### config.mk
export PLATFORM = sky130hd
export DESIGN_NAME = bgen_sched
export DESIGN_NICKNAME = d
export VERILOG_FILES = /design/src/rtl/bgen_sched_pkg.sv /design/src/rtl/bgen_sched_tick.sv /design/src/rtl/bgen_sched.sv
export SDC_FILE = /design/constraint.sdc
export NUM_CORES = 1
export LEC_CHECK = 0
export ABC_AREA = 1
export CORE_UTILIZATION = 52
export CTS_BUF_LIST = sky130_fd_sc_hd__clkbuf_8
export CTS_CLUSTER_SIZE = 28
export DETAILED_ROUTE_END_ITERATION = 7
export GPL_ROUTABILITY_DRIVEN = 0
export PLACE_DENSITY = 0.89
export SLEW_MARGIN = 10
export SYNTH_ARGS = -nofsm -noshare
export SYNTH_HDL_FRONTEND = slang
export SYNTH_SLANG_ARGS = --single-unit
### constraint.sdc
create_clock -name clk -period 4.2 [get_ports clk]
set_input_delay 0.63 -clock clk [delete_from_list [all_inputs] [get_ports clk]]
set_output_delay 0.63 -clock clk [all_outputs]
set_load 0.1 [all_outputs]
### src/rtl/bgen_sched_pkg.sv
// -----------------------------------------------------------------------------
// bgen_sched_pkg
// Shared definitions for the bgen_sched tick-divider scheduler.
//   - state_t       : scheduler FSM encoding (IDLE=0, RUN=1, DONE=2)
//   - DEF_*         : default parameter widths
//   - MAX_NREQ      : largest supported requester count
//   - rr_next()     : round-robin winner search starting after the last winner
// -----------------------------------------------------------------------------
package bgen_sched_pkg;

   localparam int DEF_NREQ     = 4;
   localparam int DEF_BITWIDTH = 8;
   localparam int DEF_NTICKS_W = 8;
   localparam int MAX_NREQ     = 8;

   typedef enum logic [1:0] {
      IDLE = 2'd0,
      RUN  = 2'd1,
      DONE = 2'd2
   } state_t;

   // Returns the first set bit of req_v scanning from last+1 upward and
   // wrapping at nreq. When no bit is set the previous winner is returned;
   // callers only use the result when at least one request is pending.
   function automatic logic [2:0] rr_next(input logic [7:0] req_v,
                                          input logic [2:0] last,
                                          input int         nreq);
      logic [2:0] pick;
      logic       found;
      int         idx;
      pick  = last;
      found = 1'b0;
      for (int i = 1; i <= MAX_NREQ; i++) begin
         if (i <= nreq && !found) begin
            idx = int'(last) + i;
            if (idx >= nreq) idx = idx - nreq;
            if (req_v[idx[2:0]]) begin
               pick  = idx[2:0];
               found = 1'b1;
            end
         end
      end
      return pick;
   endfunction

endpackage

### src/rtl/bgen_sched_tick.sv
// -----------------------------------------------------------------------------
// bgen_tick
// Programmable tick divider. Counts 0..final_value while en is high and
// raises tick in the cycle the count equals final_value; the count wraps to 0
// on the following edge. clr returns the count to 0. When en is low the
// count is frozen and tick stays low.
// Ports:
//   clk          in   system clock
//   reset_n      in   asynchronous active-low reset
//   clr          in   synchronous count clear
//   en           in   count enable
//   final_value  in   [BITWIDTH] terminal count (period = final_value+1)
//   tick         out  one-cycle tick at terminal count
// -----------------------------------------------------------------------------
module bgen_tick #(
   parameter int BITWIDTH = 8
) (
   input  logic                clk,
   input  logic                reset_n,
   input  logic                clr,
   input  logic                en,
   input  logic [BITWIDTH-1:0] final_value,
   output logic                tick
);

   logic [BITWIDTH-1:0] cnt_q;

   assign tick = en && (cnt_q == final_value);

   always_ff @(posedge clk or negedge reset_n) begin
      if (!reset_n) begin
         cnt_q <= '0;
      end else if (clr) begin
         cnt_q <= '0;
      end else if (en) begin
         if (tick) cnt_q <= '0;
         else      cnt_q <= cnt_q + BITWIDTH'(1);
      end
   end

endmodule

### src/rtl/bgen_sched.sv
// -----------------------------------------------------------------------------
// bgen_sched
// Shares one tick divider among NREQ requesters. Each requester asks for a
// delay of n_ticks divider periods of (final_value+1) cycles; the scheduler
// grants round-robin, runs the divider, and pulses done to the winner.
//
// Optional build macro: BGEN_SCHED_ABORT_EN
//   defined   - dropping req of the granted requester during RUN returns to
//               IDLE without a done pulse.
//   undefined - a dropped req is ignored and the service completes.
//
// Ports:
//   clk            in   system clock
//   reset_n        in   asynchronous active-low reset
//   req            in   [NREQ] level service requests
//   final_value_i  in   [NREQ*BITWIDTH] per-requester divider final value
//   n_ticks_i      in   [NREQ*NTICKS_W] per-requester tick count
//   gnt            out  [NREQ] one-hot grant, high for the whole service
//   done           out  [NREQ] one-cycle completion pulse
//   busy           out  high in RUN and DONE
//   tick           out  divider tick (observation)
// -----------------------------------------------------------------------------
module bgen_sched
   import bgen_sched_pkg::*;
#(
   parameter int NREQ     = DEF_NREQ,
   parameter int BITWIDTH = DEF_BITWIDTH,
   parameter int NTICKS_W = DEF_NTICKS_W
) (
   input  logic                     clk,
   input  logic                     reset_n,
   input  logic [NREQ-1:0]          req,
   input  logic [NREQ*BITWIDTH-1:0] final_value_i,
   input  logic [NREQ*NTICKS_W-1:0] n_ticks_i,
   output logic [NREQ-1:0]          gnt,
   output logic [NREQ-1:0]          done,
   output logic                     busy,
   output logic                     tick
);

   state_t              state_q, state_d;
   logic [2:0]          rr_last_q;
   logic [NREQ-1:0]     gnt_q;
   logic [BITWIDTH-1:0] fv_q;
   logic [NTICKS_W-1:0] rem_q;

   logic [7:0]          req_ext;
   logic                any_req;
   logic [2:0]          pick;
   logic [BITWIDTH-1:0] fv_sel;
   logic [NTICKS_W-1:0] n_sel;
   logic [NREQ-1:0]     gnt_sel;

   logic                grant;
   logic                div_clr;
   logic                div_en;
   logic                div_tick;

   assign req_ext = 8'(req);
   assign any_req = |req;
   assign pick    = rr_next(req_ext, rr_last_q, NREQ);

   // Constant-index mux keeps the selects free of variable-width indexing.
   always_comb begin
      fv_sel  = '0;
      n_sel   = '0;
      gnt_sel = '0;
      for (int i = 0; i < NREQ; i++) begin
         if (pick == 3'(i)) begin
            fv_sel     = final_value_i[i*BITWIDTH +: BITWIDTH];
            n_sel      = n_ticks_i[i*NTICKS_W +: NTICKS_W];
            gnt_sel[i] = 1'b1;
         end
      end
   end

   always_comb begin
      state_d = state_q;
      grant   = 1'b0;
      div_clr = 1'b0;
      div_en  = 1'b0;
      case (state_q)
         IDLE: begin
            if (any_req) begin
               grant   = 1'b1;
               div_clr = 1'b1;
               state_d = RUN;
            end
         end
         RUN: begin
            // The cycle that finds rem_q already exhausted is spent with the
            // divider frozen, so no stray tick appears before DONE.
`ifdef BGEN_SCHED_ABORT_EN
            if ((req & gnt_q) == '0) state_d = IDLE;
            else if (rem_q == '0)    state_d = DONE;
            else                     div_en  = 1'b1;
`else
            if (rem_q == '0) state_d = DONE;
            else             div_en  = 1'b1;
`endif
         end
         DONE:    state_d = IDLE;
         default: state_d = IDLE;
      endcase
   end

   always_ff @(posedge clk or negedge reset_n) begin
      if (!reset_n) begin
         state_q   <= IDLE;
         rr_last_q <= 3'(NREQ - 1);
         gnt_q     <= '0;
      end else begin
         state_q <= state_d;
         if (grant) begin
            rr_last_q <= pick;
            gnt_q     <= gnt_sel;
         end else if (state_d == IDLE) begin
            gnt_q <= '0;
         end
      end
   end

   // Service parameters are captured only at grant; later input changes
   // have no effect on the running service.
   always_ff @(posedge clk) begin
      if (grant) begin
         fv_q  <= fv_sel;
         rem_q <= n_sel;
      end else if (div_en && div_tick) begin
         rem_q <= rem_q - NTICKS_W'(1);
      end
   end

   bgen_tick #(
      .BITWIDTH (BITWIDTH)
   ) u_tick (
      .clk         (clk),
      .reset_n     (reset_n),
      .clr         (div_clr),
      .en          (div_en),
      .final_value (fv_q),
      .tick        (div_tick)
   );

   assign gnt  = gnt_q;
   assign done = (state_q == DONE) ? gnt_q : '0;
   assign busy = (state_q != IDLE);
   assign tick = div_tick;

endmodule

== Word level (Yosys, flattened, before mapping) ==
Index checks and enable logic that the tools add are counted.

* Multiplexer cells: 54
* Add/subtract/negate cells: 10
* Magnitude comparators: 8
* Reductions and logical operators: 11
* Equal/unequal tests: 6

{| class="wikitable"
|+ Operators by type and width
! operator !! count
|-
| 8-bit 2-to-1 mux || 13
|-
| 3-bit 2-to-1 mux || 14
|-
| 1-bit 2-to-1 mux || 17
|-
| 4-bit by 3-bit greater-or-equal comparator with 1-bit output (second input constant) || 4
|-
| 3-bit by 4-bit less-than comparator with 1-bit output (second input constant) || 4
|-
| 1-bit binary-select mux with 3-bit select || 4
|-
| 4-bit 2-to-1 mux || 3
|-
| 3-bit subtractor (second input constant) || 4
|-
| 3-bit by 2-bit adder with 4-bit output (second input constant) || 2
|-
| 8-bit by 1-bit adder with 8-bit output (second input constant) || 1
|-
| 8-bit equality test || 1
|-
| 8-bit logical NOT || 1
|-
| 2-bit nonzero test || 4
|-
| 8-bit by 1-bit subtractor with 8-bit output (second input constant) || 1
|-
| 3-bit by 2-bit equality test with 1-bit output (second input constant) || 2
|-
| 3-bit by 1-bit adder with 4-bit output (second input constant) || 1
|-
| 3-bit by 3-bit adder with 4-bit output (second input constant) || 1
|-
| 2-bit logical NOT || 2
|-
| 2-bit 2-to-1 mux || 2
|-
| 2-bit case mux with 2 select lines || 1
|-
| 4-bit OR reduction || 1
|-
| 3-bit by 1-bit equality test with 1-bit output (second input constant) || 1
|-
| 3-bit logical NOT || 1
|-
| 2-bit by 1-bit equality test with 1-bit output (second input constant) || 1
|-
| other kinds (2) || 3
|}

* Output and inout bits: 10
* Input port bits: 70
* Word-level logic and storage cells: 95
* Register bits: 33

== Longest topological paths before layout ==
* Depth after elaboration: 27
* Depth in mapped cells: 17
* Depth with buffers taken out: 15

== Cells and area by module ==
Synthesis repeated with hierarchy kept, for this count alone.

* Cells, all modules: 380
* Area, all modules: 2595.0 um^2

{| class="wikitable"
|+ By module, submodules not included
! module !! instances !! sequential area each (um^2) !! cells each !! area each (um^2)
|-
| bgen_sched || 1 || 708.2 || 287 || 1990.7
|-
| bgen_tick || 1 || 200.2 || 93 || 604.3
|}

== Least setup slack after synthesis ==
Ideal clock, no wire load.

* Path type: register -> output
* Start point: register gnt_q[2] (netlist: gnt[2])
* End point: output done[2]
* Cell stages (with the launch flop): 3
* Path slack: 1239 ps
* Required time: 3570 ps
* Buffers on the path: 0
* Arrival: 2331 ps
* Cells stage by stage: dfrtp_1 inv_1 nor2_1

* Longest elaborated chain between the ends: 1

{| class="wikitable"
|+ RTL lines
! element !! RTL line !! text
|-
| from (decl) || bgen_sched.sv:43 || <nowiki>logic [NREQ-1:0] gnt_q;</nowiki>
|-
| from (signal assigned) || bgen_sched.sv:116 || <nowiki>gnt_q <= gnt_sel;</nowiki>
|-
| 4-bit 2-to-1 mux || bgen_sched.sv:146 || <nowiki>assign done = (state_q == DONE) ? gnt_q : '0;</nowiki>
|-
| to (decl) || bgen_sched.sv:36 || <nowiki>output logic [NREQ-1:0] done,</nowiki>
|}

No other way between the ends.

== Worst setup path in the final report ==
* Start point: register rr_last_q[0]
* End point: register rem_q[6], data pin

* Longest elaborated chain between the ends: 18
* Elaborated cells on any way between the ends: 48
* Classes of those cells: add/sub: 8; order compare: 4; eq/ne: 3; mux: 32; reduce/logical: 1

{| class="wikitable"
|+ RTL lines
! element !! RTL line !! text
|-
| from (decl) || bgen_sched.sv:42 || <nowiki>logic [2:0] rr_last_q;</nowiki>
|-
| from (signal assigned) || bgen_sched.sv:110 || <nowiki>rr_last_q <= 3'(NREQ - 1);</nowiki>
|-
| from (signal assigned) || bgen_sched.sv:115 || <nowiki>rr_last_q <= pick;</nowiki>
|-
| 3-bit by 1-bit adder with 4-bit output or 3-bit by 2-bit adder with 4-bit output (tied branches) || bgen_sched_pkg.sv:35 || <nowiki>idx = int'(last) + i;</nowiki>
|-
| 4-bit by 3-bit greater-or-equal comparator with 1-bit output or 3-bit subtractor (tied branches) || bgen_sched_pkg.sv:36 || <nowiki>if (idx >= nreq) idx = idx - nreq;</nowiki>
|-
| 3-bit 2-to-1 mux || bgen_sched_pkg.sv:36 ||
|-
| 1-bit binary-select mux with 3-bit select or 3-bit 2-to-1 mux (tied branches) || bgen_sched_pkg.sv:37, bgen_sched_pkg.sv:34 ||
|-
| 1-bit 2-to-1 mux (implied by the code) or 1-bit binary-select mux with 3-bit select (tied branches) || bgen_sched_pkg.sv:37 || <nowiki>if (req_v[idx[2:0]]) begin</nowiki>
|-
| 3-bit 2-to-1 mux or 1-bit 2-to-1 mux (tied branches) || bgen_sched_pkg.sv:37 ||
|-
| 3-bit 2-to-1 mux || bgen_sched_pkg.sv:37 ||
|-
| 3-bit 2-to-1 mux || bgen_sched_pkg.sv:34 || <nowiki>if (i <= nreq && !found) begin</nowiki>
|-
| 3-bit 2-to-1 mux || bgen_sched_pkg.sv:37 ||
|-
| 3-bit 2-to-1 mux || bgen_sched_pkg.sv:34 ||
|-
| 3-bit 2-to-1 mux || bgen_sched_pkg.sv:37 ||
|-
| 3-bit 2-to-1 mux * || bgen_sched_pkg.sv:34 ||
|-
| 3-bit logical NOT || bgen_sched.sv:69 || <nowiki>if (pick == 3'(i)) begin</nowiki>
|-
| 8-bit 2-to-1 mux (3 in a row) || bgen_sched.sv:69 ||
|-
| 8-bit 2-to-1 mux * || bgen_sched.sv:69 ||
|-
| 8-bit 2-to-1 mux * || bgen_sched.sv:126 || <nowiki>if (grant) begin</nowiki>
|-
| to (signal assigned) || bgen_sched.sv:128 || <nowiki>rem_q <= n_sel;</nowiki>
|-
| to (signal assigned) || bgen_sched.sv:130 || <nowiki>rem_q <= rem_q - NTICKS_W'(1);</nowiki>
|-
| to (decl) || bgen_sched.sv:45 || <nowiki>logic [NTICKS_W-1:0] rem_q;</nowiki>
|}

Mark *: on every way between the ends. The rest lies on a longest branch, timed or not. The select of a mux whose other input is x is not followed.
A chain may end at the register's enable or synchronous reset.

==> results.ini <==
[status]
status=complete, but fails checks
violations=design-rule violations

[timing]
max-slew-margin-rel=0.218
max_freq_mhz=313
tns_ps=0
hold_viol_final=0
setup_viol=0
final.period_utilization=0.761
fin_crit_ps=3200
rsz0062_at_grt=false
worst_slew_pin_slew_ps=1160
finalClockSkew_ps=13.9
drv_slew=0

[power_and_ir_drop]
vdd_drop_max_mv=0.134
powerDensity_nw_per_um2=221
p_int_mw=0.581
total_power_mw=0.751
seqPwrFrac=0.451
leakagePower_nw=1.57
power_frac_comb=0.157
clockPowerShare=0.392
power.share.switching=0.227
switching_power_mw=0.170

[yosys]
avgSynthCellArea_sq_um=7.19
synth_cells=347
synth_compound_area_frac=0.0642
synth_top_flop_cell=edfxtp_1
synthArstFlopShare=0.515
netlist_top_cells_count=90 x nand2_1, 41 x inv_1, 41 x nand3_1
seq_area_frac_synth=0.364
yosys.area_share.simple=0.398
synth_area_sq_um=2490
ys_types=32
synth_most_common_cell=nand2_1
ys_warn_count=0
synth_fa_ha_area_frac=0.0251
muxShareOfSynthArea=0.00401
synth_top_area_share=0.193
synth_seq_cells=33
synth_nets=422
yosys.area_share.xor_xnor=0.0456
synth_largest_area_cell=edfxtp_1
synth_top_family_by_area=simple AND/OR/NAND/NOR gates
synth_area_leaders=edfxtp_1 19%, dfrtp_1 15%, nand2_1 14%
synth_enable_flop_cells=16

[detailed_routing]
via_per_inst=5.61
wl_microns=7200
routed-via-count=2681
first_pass_iters=8
wl_per_cell_microns=15.1
ant_nets=0
route.detailed.drc=7
drt-initial-drc-count=383

[cells_and_area]
final_cells=478
layout.nets=500
layout-drive-gt1-share=0.0775
diodes=0
final_util=0.759
syn_to_final_growth_pct=36.1
design_area_sq_um=3390
fill_cells=338

[setup_path]
arrival_ps=3240
regToRegStartpoint=rr_last_q[0]
regToRegEndpoint=rem_q[6]
worstSetupStartpointType=flip-flop
reg2reg_depth=12
endpoint_kind=flip-flop
crit_type=reg -> reg
rrSetupSlack_ps=1000
cp_max_fo=17
cp.required_ps=4240

[clocking]
cts_tree=built
cts.clk_slew.worst_paths_ps=80
post-cts-setup-buffers=0
clockBufferDepth=2
cts_buffers=5
clock_latency_ps=300
cts_sinks=33
htree_levels=2
ctsRootBufferMaster=clkbuf_8
post_cts_resized=0
ctsHoldBuffers=0

[placement]
dpl.hpwl_microns=5300
io_buffers=79
dp.cells=470
placed_cell_area_sq_um=3290

[die]
fp.dieW_microns=71.3
dieArea_sq_um=5080
initial_core_util=0.558
coreArea_sq_um=4470
num_io_pins=80
die_y_microns=71.3
rows=24

[global_routing]
grt_pass1_wl_microns=11500
grt_max_degree=27
antenna_found_initial=0
track_usage=0.293
grt_overflow=0
grt_pass1_vias=2494

[worst_hold_path]
hold_path_end=u_tick.cnt_q[7]
worstHoldPathType=reg -> reg
hp-start=u_tick.cnt_q[7]
whs_path_depth=2

[flow_run]
cap_violations=0

-- critical path, cell delays in order, from the launching register on --
cell     delay (ps)
dfstp_2         700
inv_8            80
ha_1            360
inv_1           100
nand3_1         120
nand3_2         150
nand4_1         580
nand3_2         350
inv_2           200
nand3_1         120
nand2_1          50
nand2_1          90
nand2_1          50
-- registers in the layout, summed over array words and instances (netlist names) --
register,cells
fv_q,8
gnt,4
rem_q,8
rr_last_q,3
state_q,2
u_tick.cnt_q,8
-- cells by family (layout without fill, tap and decap cells) --
| kind of cell | count (synthesis) | count (layout) |
|---|---|---|
| AO/OA/AOI/OAI | 31 | 31 |
| XOR/XNOR | 13 | 13 |
| adder cells (fa/ha/maj) | 5 | 5 |
| buffers and inverters | 54 | 133 |
| flip-flops | 33 | 33 |
| multiplexers | 1 | 1 |
| AND/OR/NAND/NOR | 210 | 210 |
-- metal layers --
layer	share of wire	wire length [microns]	global-route usage	vias to the layer above
li1	-	-	-	1300
met1	0.40	2910	0.378	1232
met4	0.014	102	0.0822	0
met3	0.091	653	0.0577	12
met5	0	0	0	-
met2	0.49	3540	0.502	137
-- metrics by stage --
step	hold slack (ps)	setup slack, ps
finish	565	1000
global route	619	848
CTS	563	1030
detailed placement	544	1020
global placement	528	1140
floorplan	334	1240
-- power by group through the flow --
stage	clock, mW	sequential, mW	combinational [mW]
floorplan	0	0.345	0.0409
global placement	0	0.345	0.115
detailed placement	0	0.345	0.116
CTS	0.292	0.339	0.118
global route	0.308	0.339	0.127
finish	0.294	0.339	0.118
-- final cells by class --
| class | instances | area (sq um) | share of cell area |
|---|---|---|---|
| tap | 52 | 65.1 | 0.0192 |
| sequential | 33 | 908 | 0.268 |
| timing repair buffer | 80 | 798 | 0.235 |
| inverter | 45 | 176 | 0.0520 |
| clock inverter | 3 | 38.8 | 0.0114 |
| clock buffer | 5 | 68.8 | 0.0203 |
| multi-input combinational | 260 | 1340 | 0.394 |
-- cell usage in the layout (no fill, tap or decap), types with 4 or more instances in the layout --
cell type        instances
dfrtp_1                 15
xnor2_1                  5
clkbuf_8                 5
clkdlybuf4s50_1         79
nor3_1                   6
nand2_1                 90
o21ai_0                 20
edfxtp_1                16
inv_1                   42
xor2_1                   8
nand4_1                 21
nand3_1                 41
a21oi_1                  7
nand3_2                  4
ha_1                     5
nor2_1                  32
nand2_2                  5
-- how the worst max path moves through the flow --
stage | startpoint | to | cells after the start
final | rr_last_q[0] | rem_q[6] | 12
after global placement | req[1] | rem_q[7] | 11
after detailed placement | req[1] | rem_q[6] | 11
after floorplan | gnt[2] | done[2] | 2
after global routing | rr_last_q[0] | rem_q[6] | 11
after CTS | u_tick.cnt_q[0] | tick | 5
(Power assumes the default switching activity.)
